File: src/rtl/bpu_pkg.sv
// Shared branch-unit types: next-PC op encodings, 2-bit counter states and
// the saturating counter update used by the history table.
package bpu_pkg;

   typedef enum logic [1:0] {
      NPC_SEQ  = 2'b00,
      NPC_BR   = 2'b01,
      NPC_JAL  = 2'b10,
      NPC_JALR = 2'b11
   } npc_op_e;

   localparam logic [1:0] SNT = 2'b00;
   localparam logic [1:0] WNT = 2'b01;
   localparam logic [1:0] WT  = 2'b10;
   localparam logic [1:0] ST  = 2'b11;

   typedef enum logic {
      S_IDLE,
      S_HOLD
   } hold_state_e;

   function automatic logic [1:0] sat_update(input logic [1:0] cnt, input logic taken);
      if (taken) return (cnt == ST) ? ST : cnt + 2'd1;
      return (cnt == SNT) ? SNT : cnt - 2'd1;
   endfunction

endpackage

File: src/rtl/branch_flush_ctrl_if.sv
// Pipeline-side bundle of the branch/flush controller: ID and EX inputs,
// redirect and flush outputs, and the statistics counters.
interface branch_flush_ctrl_if #(
   parameter int PC_W   = 32,
   parameter int STAT_W = 32
);
   logic              pc_stall;
   logic              id_valid;
   logic              id_is_branch;
   logic [PC_W-1:0]   id_pc;
   logic [PC_W-1:0]   id_target;
   logic              id_pred_taken;
   logic              ex_valid;
   logic [1:0]        ex_npc_op;
   logic              ex_alu_f;
   logic              ex_pred_taken;
   logic [PC_W-1:0]   ex_pc;
   logic [PC_W-1:0]   ex_target;
   logic              pc_sel;
   logic [PC_W-1:0]   redirect_pc;
   logic              flush_if_id;
   logic              flush_id_ex;
   logic [STAT_W-1:0] branch_cnt;
   logic [STAT_W-1:0] mispred_cnt;

   modport master (
      output pc_stall, id_valid, id_is_branch, id_pc, id_target,
             ex_valid, ex_npc_op, ex_alu_f, ex_pred_taken, ex_pc, ex_target,
      input  id_pred_taken, pc_sel, redirect_pc, flush_if_id, flush_id_ex,
             branch_cnt, mispred_cnt
   );

   modport slave (
      input  pc_stall, id_valid, id_is_branch, id_pc, id_target,
             ex_valid, ex_npc_op, ex_alu_f, ex_pred_taken, ex_pc, ex_target,
      output id_pred_taken, pc_sel, redirect_pc, flush_if_id, flush_id_ex,
             branch_cnt, mispred_cnt
   );
endinterface

File: src/rtl/bht_2bit.sv
// Bimodal history table: array of 2-bit saturating counters with one
// combinational read port and one synchronous write port.
module bht_2bit
   import bpu_pkg::*;
#(
   parameter int         DEPTH    = 16,
   parameter logic [1:0] CNT_INIT = WNT,
   localparam int        IDX_W    = $clog2(DEPTH)
) (
   input  logic             clk,
   input  logic             rst_n,
   input  logic [IDX_W-1:0] rd_idx_i,
   output logic [1:0]       rd_cnt_o,
   input  logic             wr_en_i,
   input  logic [IDX_W-1:0] wr_idx_i,
   input  logic             wr_taken_i
);

   logic [1:0] cnt_q [DEPTH];

   // NOTE: the whole array is reset, not just a valid bit, so predictions right after reset are deterministic.
   always_ff @(posedge clk or negedge rst_n) begin
      if (!rst_n) begin
         for (int i = 0; i < DEPTH; i++) cnt_q[i] <= CNT_INIT;
      end else if (wr_en_i) begin
         cnt_q[wr_idx_i] <= sat_update(cnt_q[wr_idx_i], wr_taken_i);
      end
   end

   // A same-cycle write to the read entry is only visible from the next cycle.
   assign rd_cnt_o = cnt_q[rd_idx_i];

endmodule

File: src/rtl/branch_flush_ctrl.sv
// Branch resolution, ID-stage prediction and next-PC/flush control, with a
// pending-redirect hold across fetch stalls and branch statistics.
module branch_flush_ctrl
   import bpu_pkg::*;
#(
   parameter int         PC_W      = 32,
   parameter int         BHT_DEPTH = 16,
   parameter int         PREDICT   = 1,
   parameter logic [1:0] CNT_INIT  = WNT,
   parameter int         STAT_W    = 32
) (
   input logic           clk,
   input logic           rst_n,
   branch_flush_ctrl_if.slave bus
);

   localparam int IDX_W = $clog2(BHT_DEPTH);

   npc_op_e           ex_op;
   logic              ex_is_br, ex_mispred, ex_redir, id_pred, redir_live, bht_wr_en, pending;
   logic [PC_W-1:0]   ex_tgt_sel, redir_pc_live;
   hold_state_e       state_q, state_d;
   logic [PC_W-1:0]   pend_pc_q, pend_pc_d;
   logic              pend_flush_q, pend_flush_d;
   logic [STAT_W-1:0] branch_cnt_q, branch_cnt_d, mispred_cnt_q, mispred_cnt_d;

   assign ex_op   = npc_op_e'(bus.ex_npc_op);
   assign pending = (state_q == S_HOLD);

   // NOTE: combinational blocks use blocking '=' and give every output a default first, so no latch is inferred.
   always_comb begin
      ex_is_br      = bus.ex_valid && (ex_op == NPC_BR);
      ex_mispred    = ex_is_br && (bus.ex_alu_f != bus.ex_pred_taken);
      ex_redir      = ex_mispred || (bus.ex_valid && (ex_op == NPC_JAL || ex_op == NPC_JALR));
      ex_tgt_sel    = (ex_is_br && !bus.ex_alu_f) ? bus.ex_pc + PC_W'(4) : bus.ex_target;
      redir_live    = ex_redir || id_pred;
      redir_pc_live = ex_redir ? ex_tgt_sel : bus.id_target;
      bht_wr_en     = ex_is_br && !pending;
      branch_cnt_d  = branch_cnt_q + STAT_W'(bht_wr_en);
      mispred_cnt_d = mispred_cnt_q + STAT_W'(ex_mispred && !pending);
   end

   generate
      if (PREDICT != 0) begin : g_bht
         logic [1:0] rd_cnt;

         bht_2bit #(
            .DEPTH    (BHT_DEPTH),
            .CNT_INIT (CNT_INIT)
         ) u_bht (
            .clk        (clk),
            .rst_n      (rst_n),
            .rd_idx_i   (bus.id_pc[IDX_W+1:2]),
            .rd_cnt_o   (rd_cnt),
            .wr_en_i    (bht_wr_en),
            .wr_idx_i   (bus.ex_pc[IDX_W+1:2]),
            .wr_taken_i (bus.ex_alu_f)
         );

         assign id_pred = bus.id_valid && bus.id_is_branch && rd_cnt[1];
      end else begin : g_static
         assign id_pred = 1'b0;
      end
   endgenerate

   // NOTE: state registers use non-blocking '<=' so all flops update together at the edge.
   always_ff @(posedge clk or negedge rst_n) begin
      if (!rst_n) begin
         state_q       <= S_IDLE;
         pend_pc_q     <= '0;
         pend_flush_q  <= 1'b0;
         branch_cnt_q  <= '0;
         mispred_cnt_q <= '0;
      end else begin
         state_q       <= state_d;
         pend_pc_q     <= pend_pc_d;
         pend_flush_q  <= pend_flush_d;
         branch_cnt_q  <= branch_cnt_d;
         mispred_cnt_q <= mispred_cnt_d;
      end
   end

   always_comb begin
      state_d      = state_q;
      pend_pc_d    = pend_pc_q;
      pend_flush_d = pend_flush_q;
      case (state_q)
         S_IDLE: begin
            if (redir_live && bus.pc_stall) begin
               state_d      = S_HOLD;
               pend_pc_d    = redir_pc_live;
               pend_flush_d = ex_redir;
            end
         end
         S_HOLD: begin
            if (!bus.pc_stall) state_d = S_IDLE;
         end
         default: state_d = S_IDLE;
      endcase
   end

   // Outputs are forced quiet while reset is asserted, independent of any clock.
   always_comb begin
      bus.pc_sel      = 1'b0;
      bus.redirect_pc = '0;
      bus.flush_if_id = 1'b0;
      bus.flush_id_ex = 1'b0;
      if (!rst_n) begin
         bus.pc_sel = 1'b0;
      end else if (pending) begin
         bus.pc_sel      = 1'b1;
         bus.redirect_pc = pend_pc_q;
         bus.flush_if_id = 1'b1;
         bus.flush_id_ex = pend_flush_q;
      end else if (redir_live) begin
         bus.pc_sel      = 1'b1;
         bus.redirect_pc = redir_pc_live;
         bus.flush_if_id = 1'b1;
         bus.flush_id_ex = ex_redir;
      end
   end

   assign bus.id_pred_taken = rst_n && id_pred;
   assign bus.branch_cnt    = branch_cnt_q;
   assign bus.mispred_cnt   = mispred_cnt_q;

endmodule

File: src/flat_wrapper.sv
// flat-port wrapper written by rule: the top's interface ports become plain ports
module branch_flush_ctrl_flat import bpu_pkg::*;
#(
   parameter int         PC_W      = 32,
   parameter int         BHT_DEPTH = 16,
   parameter int         PREDICT   = 1,
   parameter logic [1:0] CNT_INIT  = WNT,
   parameter int         STAT_W    = 32
)
  (clk, rst_n, bus_pc_stall, bus_id_valid, bus_id_is_branch, bus_id_pc, bus_id_target, bus_ex_valid, bus_ex_npc_op, bus_ex_alu_f, bus_ex_pred_taken, bus_ex_pc, bus_ex_target, bus_id_pred_taken, bus_pc_sel, bus_redirect_pc, bus_flush_if_id, bus_flush_id_ex, bus_branch_cnt, bus_mispred_cnt);
  branch_flush_ctrl_if #(.PC_W(PC_W), .STAT_W(STAT_W)) bus_i ();
  input logic clk;
  input logic rst_n;
  input wire logic [$bits(bus_i.pc_stall)-1:0] bus_pc_stall;
  input wire logic [$bits(bus_i.id_valid)-1:0] bus_id_valid;
  input wire logic [$bits(bus_i.id_is_branch)-1:0] bus_id_is_branch;
  input wire logic [$bits(bus_i.id_pc)-1:0] bus_id_pc;
  input wire logic [$bits(bus_i.id_target)-1:0] bus_id_target;
  input wire logic [$bits(bus_i.ex_valid)-1:0] bus_ex_valid;
  input wire logic [$bits(bus_i.ex_npc_op)-1:0] bus_ex_npc_op;
  input wire logic [$bits(bus_i.ex_alu_f)-1:0] bus_ex_alu_f;
  input wire logic [$bits(bus_i.ex_pred_taken)-1:0] bus_ex_pred_taken;
  input wire logic [$bits(bus_i.ex_pc)-1:0] bus_ex_pc;
  input wire logic [$bits(bus_i.ex_target)-1:0] bus_ex_target;
  output wire logic [$bits(bus_i.id_pred_taken)-1:0] bus_id_pred_taken;
  output wire logic [$bits(bus_i.pc_sel)-1:0] bus_pc_sel;
  output wire logic [$bits(bus_i.redirect_pc)-1:0] bus_redirect_pc;
  output wire logic [$bits(bus_i.flush_if_id)-1:0] bus_flush_if_id;
  output wire logic [$bits(bus_i.flush_id_ex)-1:0] bus_flush_id_ex;
  output wire logic [$bits(bus_i.branch_cnt)-1:0] bus_branch_cnt;
  output wire logic [$bits(bus_i.mispred_cnt)-1:0] bus_mispred_cnt;
  assign bus_i.pc_stall = bus_pc_stall;
  assign bus_i.id_valid = bus_id_valid;
  assign bus_i.id_is_branch = bus_id_is_branch;
  assign bus_i.id_pc = bus_id_pc;
  assign bus_i.id_target = bus_id_target;
  assign bus_i.ex_valid = bus_ex_valid;
  assign bus_i.ex_npc_op = bus_ex_npc_op;
  assign bus_i.ex_alu_f = bus_ex_alu_f;
  assign bus_i.ex_pred_taken = bus_ex_pred_taken;
  assign bus_i.ex_pc = bus_ex_pc;
  assign bus_i.ex_target = bus_ex_target;
  assign bus_id_pred_taken = bus_i.id_pred_taken;
  assign bus_pc_sel = bus_i.pc_sel;
  assign bus_redirect_pc = bus_i.redirect_pc;
  assign bus_flush_if_id = bus_i.flush_if_id;
  assign bus_flush_id_ex = bus_i.flush_id_ex;
  assign bus_branch_cnt = bus_i.branch_cnt;
  assign bus_mispred_cnt = bus_i.mispred_cnt;
  branch_flush_ctrl #(.PC_W(PC_W), .BHT_DEPTH(BHT_DEPTH), .PREDICT(PREDICT), .CNT_INIT(CNT_INIT), .STAT_W(STAT_W)) u_core (.clk(clk), .rst_n(rst_n), .bus(bus_i));
endmodule
File: config.mk
export PLATFORM = sky130hd
export DESIGN_NAME = branch_flush_ctrl_flat
export DESIGN_NICKNAME = d
export VERILOG_FILES = /design/src/rtl/bpu_pkg.sv /design/src/rtl/branch_flush_ctrl_if.sv /design/src/rtl/bht_2bit.sv /design/src/rtl/branch_flush_ctrl.sv /design/src/flat_wrapper.sv
export SDC_FILE = /design/constraint.sdc
export NUM_CORES = 1
export LEC_CHECK = 0
export ABC_CLOCK_PERIOD_IN_PS = 8500
export BUFFER_PORTS_ARGS = -buffer_cell sky130_fd_sc_hd__buf_4
export CAP_MARGIN = 20
export CORE_UTILIZATION = 58
export CTS_BUF_LIST = sky130_fd_sc_hd__clkbuf_8
export CTS_CLUSTER_DIAMETER = 200
export DETAILED_ROUTE_END_ITERATION = 6
export GPL_TIMING_DRIVEN = 0
export MAX_ROUTING_LAYER = met4
export PLACE_DENSITY = 0.89
export SETUP_SLACK_MARGIN = 0.4
export SYNTH_ARGS = -nofsm -noshare
export SYNTH_HDL_FRONTEND = slang
export SYNTH_HIERARCHICAL = 1
export SYNTH_SLANG_ARGS = --single-unit
File: constraint.sdc
create_clock -name clk -period 8.5 [get_ports clk]
set_input_delay 0.85 -clock clk [delete_from_list [all_inputs] [get_ports clk]]
set_output_delay 0.85 -clock clk [all_outputs]
set_load 0.05 [all_outputs]
Word-level counts from Yosys, hierarchy flattened
Index checks and enable logic that the tools add are counted.

Bits in registers: 130. Logic and storage cells: 85.

$add $sub $neg: 5. Order comparisons: 3. Equality and inequality tests: 5. Multiplexer cells: 30. Bitwise logic cells: 3. Reduce and logical (&&, ||, !) cells: 18.

Operators by type and width (count): $mux 32 (5); $add 32x1->32 (2); $add 32x3->32 const B (1); $bwmux 32 (1); $mux 2 (10); $bmux 2 s4 (2); $logic_and 1x1->1 (11); $ge 5x5->1 const B (2); $mux 1 (10); $not 4->5 (2); $demux 2 s4 (1); $eq 2x2->1 const B (3); $lt 5x1->1 const B (1); $logic_or 1x1->1 (3); $add 2x1->2 const B (1); $eq 2x1->1 const B (1); $logic_not 1->1 (2); $logic_not 2->1 (1); $pmux 1 s2 (1); $reduce_and 2->1 (1); $sub 2x1->2 const B (1); $ne 1x1->1 (1); $not 1->1 (1).

Longest topological paths before layout
Gate-level depths: netlist of the first run.

Depth after elaboration: 10. Mapped depth: 10. Depth with buffers taken out: 8.

Modules after synthesis
The synthesis of the first run kept the hierarchy.

By module, submodules not included: branch_flush_ctrl (instances 1, cells each 668, area an instance 5977.0 sq um); bht_2bit (instances 1, cells each 137, area an instance 1925.6 sq um).

Least setup slack after synthesis of the first run
OpenSTA, ideal clock, no wires.

Path type: input to output. Start point: input port bus_id_pc[2]. End point: output port bus_redirect_pc[8]. Arrival time: 3.714 ns. Data required time: 7.650 ns. Setup slack: 3.936 ns. Stages on the path: 10. Cell sequence: clkbuf_1 -> mux4_2 -> mux4_2 -> and3_1 -> or2_1 -> buf_4 -> and2b_1 -> buf_2 -> a21oi_1 -> nor3b_1.

Cells in the longest elaborated chain, start to end: 9.

RTL lines: from (decl) (line flat_wrapper.sv:17) `input wire logic [$bits(bus_i.id_pc)-1:0] bus_id_pc;`; $not 4->5 (implied by the code) (line bht_2bit.sv:31) `assign rd_cnt_o = cnt_q[rd_idx_i];`; $bmux 2 s4 (line bht_2bit.sv:31); $mux 2 (implied by the code) (2 in series) (line bht_2bit.sv:31); via u_core.g_bht.rd_cnt[1] (line branch_flush_ctrl.sv:45) `logic [1:0] rd_cnt;`; $logic_and 1x1->1 (line branch_flush_ctrl.sv:60) `assign id_pred = bus.id_valid && bus.id_is_branch && rd_cnt[1];`; $logic_or 1x1->1 (line branch_flush_ctrl.sv:36) `redir_live = ex_redir || id_pred;`; $mux 32 (line branch_flush_ctrl.sv:115) `end else if (redir_live) begin`; $mux 32 (line branch_flush_ctrl.sv:110) `end else if (pending) begin`; $mux 32 (line branch_flush_ctrl.sv:108) `if (!rst_n) begin`; to (decl) (line flat_wrapper.sv:27) `output wire logic [$bits(bus_i.redirect_pc)-1:0] bus_redirect_pc;`.

The timed path passes the listed nets, and every way through them passes these cells. The select of a mux whose other input is x is not followed.

Final worst setup path of the first run
Start point: input port bus_id_pc[2]. End point: output port bus_redirect_pc[21].

Same word-level chain as after synthesis.

==> impl_metrics.toml, run 1 <==
[clock_network]
cts_sinks = 130
cts.reportedPaths.clkPinSlew_ns = 0.08
numCtsBuffers = 17
cts_tree = "done"
root_buffer = "clkbuf_8"
cts.hold.buffers_added = 0
cts_setup_buffers = 0
ctsResizeCount = 0
clock_path_buffers = 2
insertion_delay_ns = 0.45
cts.htree.levels = 4

[timing]
max_freq_ghz = 0.212
rsz0062_at_grt = "no"
setup_violations = 0
relSlewSlack_pct = 41.0
period_share_pct = 55.6
final-hold-violation-count = 0
finalClockSkew_ns = 0.0124
period_minus_slack_ns = 4.73
worst_pin_slew_ns = 0.878
slew_violations = 0
finalSetupTns_ns = 0

[worst_setup_path]
endpoint_kind = "primary output"
worst-setup-path-type = "in2out"
critPathRequiredTime_ns = 7.65
start_kind = "primary input"
path_max_fanout = 7
cp.arrival_ns = 3.88

[route]
drt-total-wl_um = 23400
dr.first_iter.drc_count = 800
viasPerCell = 6.02
ant_nets = 0
dr_total_vias = 7283
wl_per_cell_um = 19.4
drcViolationCount = 0
dr.pass1.iters = 5

[global_routing]
antenna_found_initial = 0
overflow = 0
grt_pass1_vias = 6898
grt_max_degree = 79
track_usage_pct = 34.9
grt_pass1_wl_um = 36500

[synthesis]
yosys_warnings = 6
avgSynthCellArea_um2 = 9.74
syn_area_mm2 = 0.00779
syn_nets = 944
syn_inst = 800

[finish]
drive_gt1_share_pct = 32.5
layout.cells.non_filler = 1209
multi_input_area_mm2 = 0.00430
final-seq-area_mm2 = 0.00327
nFillCells = 962
finish.utilization_pct = 77.5
final_common_cell = "buf_4"
areaGrowthSynthToFinish_pct = 28.1
final_cell_mix = "buf_4, dfrtp_1, nand2_1"
fin_nets = 1169
n_antenna_cell = 0

[die]
io_pins = 238
die_area_mm2 = 0.0139
rows = 41
dieHeight_um = 118
die_x_um = 118
coreArea_mm2 = 0.0129
start_util_pct = 60.5

[flow_run]
max_cap_viol_count = 0

[hold_path]
min_path_type = "in2async"

[power_and_ir_drop]
p_per_area_mw_per_mm2 = 179
power_mw = 1.79
peakVddDrop_uv = 162
p_leak_nw = 4.53

[place]
place_inst = 1178
port_buffers = 205
place_hpwl_um = 17800
gp_congestion = 0.981

[status]
status = "finished, final reports clean"
## stage by stage
step	area [µm²]	hold slack (ns)	setup slack (ns)
6_report	9980	0.358	3.77
5_1_grt	9980	0.378	3.69
4_1_cts	9980	0.360	3.79
3_5_place_dp	9580	0.471	3.89
3_3_place_gp	9540	0.461	3.92
2_1_floorplan	7790	0.450	4.16
## worst paths after layout
path                       depth (start not counted)                             from  slack [ns]                                  end
max                                               11                     bus_id_pc[2]        3.77                  bus_redirect_pc[21]
min                                                1                            rst_n        0.36  u_core/bus.branch_cnt[22]$_DFF_PN0_
max reg2reg                                        9         u_core/pending$_DFF_PN0_        5.34  u_core/bus.branch_cnt[20]$_DFF_PN0_
min reg2reg                                        2  u_core/pend_pc_q[1]$_DFFE_PN0P_        0.49      u_core/pend_pc_q[1]$_DFFE_PN0P_
max in group asynchronous                          2                            rst_n        7.40      u_core/pend_pc_q[9]$_DFFE_PN0P_
min in group clk                                   2  u_core/pend_pc_q[1]$_DFFE_PN0P_        0.49      u_core/pend_pc_q[1]$_DFFE_PN0P_
## final cells by class
class,count,share of cell area (%)
multi-input cells,625,43.1
flip-flops and latches,130,32.8
repair buffers,206,15.7
clock buffers,20,2.76
well taps,172,2.16
plain buffers,39,1.91
clock inverters,11,1.27
inverters,6,0.226
## critical path, stage by stage
cell and delay (ns):
clkbuf_1 0.30, mux4_2 0.59, mux4_2 0.48, and3_1 0.29, or2_1 0.23, buf_4 0.16
and2b_1 0.19, and2_1 0.16, buf_2 0.15, a22o_1 0.26, buf_4 0.21
## sequential cells by signal, indices dropped and copies added, names as in the netlist
name / cells
u_core/bus.branch_cnt: 32
u_core/bus.mispred_cnt: 32
u_core/g_bht.u_bht/cnt_q: 32
u_core/pend_pc_q: 32
u_core/pend_flush_q: 1
u_core/pending: 1
## routing by layer
layer	GRT usage, %	share of wire [%]	up-vias
li1	-	-	3321
met1	43.8	40	3555
met2	55.6	49	351
met3	7.75	7.9	56
met4	12.8	3.0	0
met5	-	0	-
## report_power, final
part	internal, mW	total (mW)	leakage, nW	switching [mW]
clock	0.284	0.538	0.194	0.255
sequential	0.710	0.772	1.68	0.0629
combinational	0.189	0.480	2.66	0.291
total	1.18	1.79	4.53	0.609
Note: power is estimated with default switching activity, not from simulation.
==> run 2, diff against run 1 <==
Settings changed: ABC_CLOCK_PERIOD_IN_PS 8500 to 4600, CORE_UTILIZATION 58 to 54, PLACE_DENSITY 0.89 to 0.83.
Clock period 8.5 ns to 4.6 ns, I/O delays scaled along.
==> impl_metrics.toml, run 2 (synthesized netlist as in run 1, its figures left out) <==
[status]
status = "finished, final reports clean"

[global_routing]
antenna_found_initial = 1
grt_max_degree = 86
overflow = 0
grt_pass1_vias = 6768
track_usage_pct = 32.4
grt_pass1_wl_um = 35400

[worst_setup_path]
ff2ff_setup_slack_ns = 1.44
r2r-start = "u_core/pending$_DFF_PN0_"
critPathRequiredTime_ns = 4.14
start_kind = "flip-flop"
cp-startpoint = "u_core/g_bht.u_bht/cnt_q[1]$_DFFE_PN0P_"
path_cells = "mux4_2 -> mux4_2 -> and3_1 -> or2_1 -> buf_4 -> and2b_1 -> and2_1 -> buf_2 -> a22o_1 -> buf_4"
r2r_cells = 9
cp_slowest_cell = "mux4_2"
endpoint_kind = "primary output"
path_max_fanout = 7
cp.arrival_ns = 3.44
max_stage_delay_ns = 0.48
crit_end = "bus_redirect_pc[19]"
reg2reg_to = "u_core/bus.branch_cnt[20]$_DFF_PN0_"
worst-setup-path-type = "reg2out"

[clock_network]
root_buffer = "clkbuf_8"
cts_sinks = 130
cts.reportedPaths.clkPinSlew_ns = 0.07
numCtsBuffers = 17
cts.htree.levels = 4
insertion_delay_ns = 0.45
clock_path_buffers = 2
cts_tree = "done"
cts_setup_buffers = 0

[die]
io_pins = 238
die_area_mm2 = 0.0149
dieHeight_um = 122
start_util_pct = 55.7
rows = 43
die_x_um = 122
coreArea_mm2 = 0.0140

[timing]
period_minus_slack_ns = 3.90
slew_violations = 0
rsz0062_at_grt = "no"
relSlewSlack_pct = 44.9
worst_pin_slew_ns = 0.819
setup_violations = 0
max_freq_ghz = 0.256
final-hold-violation-count = 0
period_share_pct = 84.9
finalSetupTns_ns = 0
finalClockSkew_ns = 0.0163

[route]
drcViolationCount = 0
dr.first_iter.drc_count = 634
viasPerCell = 5.89
wl_per_cell_um = 18.8
ant_nets = 0
drt-total-wl_um = 22900
dr_total_vias = 7189
dr.pass1.iters = 7

[place]
gp_congestion = 1.00
place_inst = 1186
place_hpwl_um = 17600
port_buffers = 205

[finish]
drive_gt1_share_pct = 32.1
areaGrowthSynthToFinish_pct = 27.7
layout.cells.non_filler = 1220
final_cell_mix = "buf_4, dfrtp_1, nand2_1"
fin_nets = 1170
final_common_cell = "buf_4"

[hold_path]
min_path_type = "in2reg"
hold_depth = 2

[power_and_ir_drop]
p_per_area_mw_per_mm2 = 321
peakVddDrop_uv = 280
p_leak_nw = 4.54

[flow_run]
max_cap_viol_count = 0
## run 2: changes by cell type in the layout (fill, tap and decap cells not counted), sizes merged
cell	change
bufinv	-1
clkbuf	-2
clkinv	+3
clkinvlp	-2
diode	+1
dlygate4sd3	+1
inv	+3
## run 2: final cells by class
type	instances	area, µm²
clock buffer	18	248
antenna	1	2.50
timing repair buffer	207	1580
fill	1117	4040
buffer	39	190
sequential	130	3270
tap	180	225
clock inverter	14	101
multi-input combinational	625	4300
inverter	6	22.5
## run 2: power by group
| group | switching [mW] | internal, mW |
|---|---|---|
| sequential | 0.113 | 1.31 |
| combinational | 0.532 | 0.348 |
| clock | 0.459 | 0.429 |
## run 2: what timing repair did
item	4_1_cts	5_1_grt
hold buffers	1	0
endpoints found under the hold margin	33	0
resized for setup	0	0
## run 2: stage by stage
stage	hold slack [ns]	power (mW)	instance area, µm²	setup slack [ns]	util (%)
6_report	0.233	3.19	9950	0.696	71.1
5_1_grt	0.220	3.33	9950	0.574	71.1
4_1_cts	0.210	3.21	9940	0.693	71.1
3_5_place_dp	0.428	2.31	9590	0.780	68.5
3_3_place_gp	0.461	2.29	9550	0.765	68.3
2_1_floorplan	0.164	1.98	7790	1.04	-
## run 2: worst min path at each step
stage / start / end
floorplan: rst_n / u_core/bus.branch_cnt[0]$_DFF_PN0_
global placement: u_core/pend_pc_q[9]$_DFFE_PN0P_ / u_core/pend_pc_q[9]$_DFFE_PN0P_
detailed placement: rst_n / u_core/bus.branch_cnt[10]$_DFF_PN0_
CTS: bus_pc_stall / u_core/pending$_DFF_PN0_
global route: bus_pc_stall / u_core/pending$_DFF_PN0_
finish: bus_pc_stall / u_core/pending$_DFF_PN0_
## run 2: metal layers
layer / wire, µm / part of all wire [%] / track usage [%] / up-vias
met1: 9610 / 42 / 41.9 / 3502
met5: 0 / 0 / - / -
met3: 1630 / 7.1 / 5.57 / 49
met2: 11000 / 48 / 50.2 / 297
li1: - / - / - / 3341
met4: 653 / 2.9 / 13.7 / 0
## run 2: critical path: cells and delay by family (launching register included)
family | cells | cell delay [ns]
muxes | 2 | 0.95
and+or+nand+nor | 4 | 0.87
buffers and inverters | 3 | 0.51
DFF | 1 | 0.41
AOI/OAI and AO/OA | 1 | 0.24
==> run 3, diff against run 2 <==
Settings changed: ABC_AREA from default to 1, ABC_CLOCK_PERIOD_IN_PS 4600 to 3400, CORE_UTILIZATION 54 to 50, PLACE_DENSITY 0.83 to 0.8.
Clock period 4.6 ns to 3.4 ns, I/O delays scaled along.
==> impl_metrics.toml, run 3 <==
[die]
dieHeight_um = 133
io_pins = 238
die_x_um = 133
die_area_mm2 = 0.0178
start_util_pct = 51.6
rows = 47
coreArea_mm2 = 0.0167

[power_and_ir_drop]
switching_share_pct = 36.4
comb_power_share_pct = 27.4
peakVddDrop_uv = 487
p_int_mw = 2.74
p_per_area_mw_per_mm2 = 392
p_sw_mw = 1.57
p_leak_nw = 5.68
power_frac_seq_pct = 43.2
p_clk_share_pct = 29.4

[clock_network]
cts_sinks = 130
insertion_delay_ns = 0.45
root_buffer = "clkbuf_8"
cts.reportedPaths.clkPinSlew_ns = 0.08
cts_tree = "done"
clock_path_buffers = 2
numCtsBuffers = 17
cts.htree.levels = 4

[timing]
slew_violations = 0
max_freq_ghz = 0.352
setup_ws_ns = 0.555
worst_pin_slew_ns = 0.573
holdWs_ns = 0.177
setup_violations = 0
rsz0062_at_grt = "no"
finalClockSkew_ns = 0.0166
final-hold-violation-count = 0
period_minus_slack_ns = 2.84
period_share_pct = 83.7
relSlewSlack_pct = 61.8

[route]
dr.first_iter.drc_count = 680
drcViolationCount = 0
dr_total_vias = 9190
ant_nets = 0
dr.pass1.iters = 5
viasPerCell = 5.30
drt-total-wl_um = 26800
wl_per_cell_um = 15.5

[finish]
fin_nets = 1644
finish.utilization_pct = 65.9
drive_gt1_share_pct = 23.9
nFillCells = 1528
final_common_cell = "nand2_1"
layout.cells.non_filler = 1733
areaGrowthSynthToFinish_pct = 27.8
final-seq-area_mm2 = 0.00327
multi_input_area_mm2 = 0.00475
n_antenna_cell = 0
final_cell_mix = "nand2_1, buf_4, dfrtp_1"

[worst_setup_path]
start_kind = "flip-flop"
critical_path_buf_inv_count = 3
path_cells = "o21ai_0 -> o221ai_1 -> nand3_1 -> nand2_2 -> nand3_4 -> nand2_2 -> nand2_1 -> inv_2 -> buf_4 -> nand3_1 -> a21oi_2 -> buf_6"
path_max_fanout = 10
critPathRequiredTime_ns = 3.06
worst-setup-path-type = "reg2out"
cp_slowest_cell = "dfrtp_1"
cp.depth = 12
cp.arrival_ns = 2.50
r2r_cells = 12
endpoint_kind = "primary output"
max_stage_delay_ns = 0.41
cp_top_family = "simple AND/OR/NAND/NOR gates"

[global_routing]
antenna_found_initial = 0
track_usage_pct = 32.3
grt_pass1_wl_um = 43600
grt_pass1_vias = 8806
overflow = 0
grt_max_degree = 71

[place]
place_hpwl_um = 20400
place_inst = 1697
dp_slack_ns = 0.188
port_buffers = 209
gp_congestion = 0.972

[synthesis]
syn_inst = 1267
avgSynthCellArea_um2 = 6.80
yosys_warnings = 6
syn_area_mm2 = 0.00862
syn_nets = 1411

[hold_path]
hold_depth = 3
min_path_type = "in2reg"

[flow_run]
max_cap_viol_count = 0

[status]
status = "finished, final reports clean"
-- run 3: final cells by class --
cell class / instances / share of cell area [%]
Timing Repair Buffer: 214 / 15.2
Clock inverter: 14 / 1.16
Clock buffer: 18 / 2.25
Multi-Input combinational cell: 978 / 43.1
Buffer: 39 / 1.94
Tap cell: 220 / 2.50
Sequential cell: 130 / 29.7
Inverter: 120 / 4.09
-- run 3: final timing paths --
kind | slack, ns | start | endpoint
setup / recovery | 0.56 | u_core/g_bht.u_bht/cnt_q[3]$_DFFE_PN0P_ | bus_redirect_pc[11]
hold / removal | 0.18 | bus_pc_stall | u_core/pending$_DFF_PN0_
setup reg to reg | 0.58 | u_core/pending$_DFF_PN0_ | u_core/bus.branch_cnt[22]$_DFF_PN0_
hold reg to reg | 0.47 | u_core/g_bht.u_bht/cnt_q[26]$_DFFE_PN1P_ | u_core/g_bht.u_bht/cnt_q[26]$_DFFE_PN1P_
max in group asynchronous | 2.46 | rst_n | u_core/g_bht.u_bht/cnt_q[8]$_DFFE_PN1P_
min in group asynchronous | 0.52 | rst_n | u_core/g_bht.u_bht/cnt_q[18]$_DFFE_PN1P_
-- run 3: worst min-delay path: stages --
cell     delay (ns)
buf_4          0.11
o21ai_0        0.08
inv_1          0.05
-- run 3: what timing repair did --
item,4_1_cts,5_1_grt
cloned,0,0
hold endpoints to repair,53,0
gates resized for setup,9,18
hold buffers,2,0
setup endpoints to repair,33,35
pin swaps,0,2
setup buffers,0,2
-- run 3: power by group through the flow --
stage | Clock (mW) | Sequential (mW) | Combinational, mW
after detailed placement | 0 | 1.89 | 1.15
after global placement | 0 | 1.88 | 1.13
final | 1.27 | 1.86 | 1.18
after global routing | 1.36 | 1.89 | 1.28
after CTS | 1.29 | 1.86 | 1.16
after floorplan | 0 | 2.01 | 0.574
-- run 3: per-stage QoR --
step / TNS, ns / cell area, µm² / total power, mW
2_1_floorplan: 0 / 8620 / 2.59
3_3_place_gp: -1.57 / 10500 / 3.00
3_5_place_dp: 0 / 10500 / 3.03
4_1_cts: 0 / 10900 / 4.32
5_1_grt: 0 / 11000 / 4.52
6_report: 0 / 11000 / 4.31
-- run 3: layer usage --
metal / GRT usage (%) / wire length (µm) / vias to the layer above / share of wire (%)
met1: 40.3 / 11000 / 4237 / 41
met4: 16.6 / 1100 / 0 / 4.1
met3: 6.13 / 2250 / 71 / 8.4
met2: 49.8 / 12400 / 425 / 46
met5: - / 0 / - / 0
li1: - / - / 4457 / -
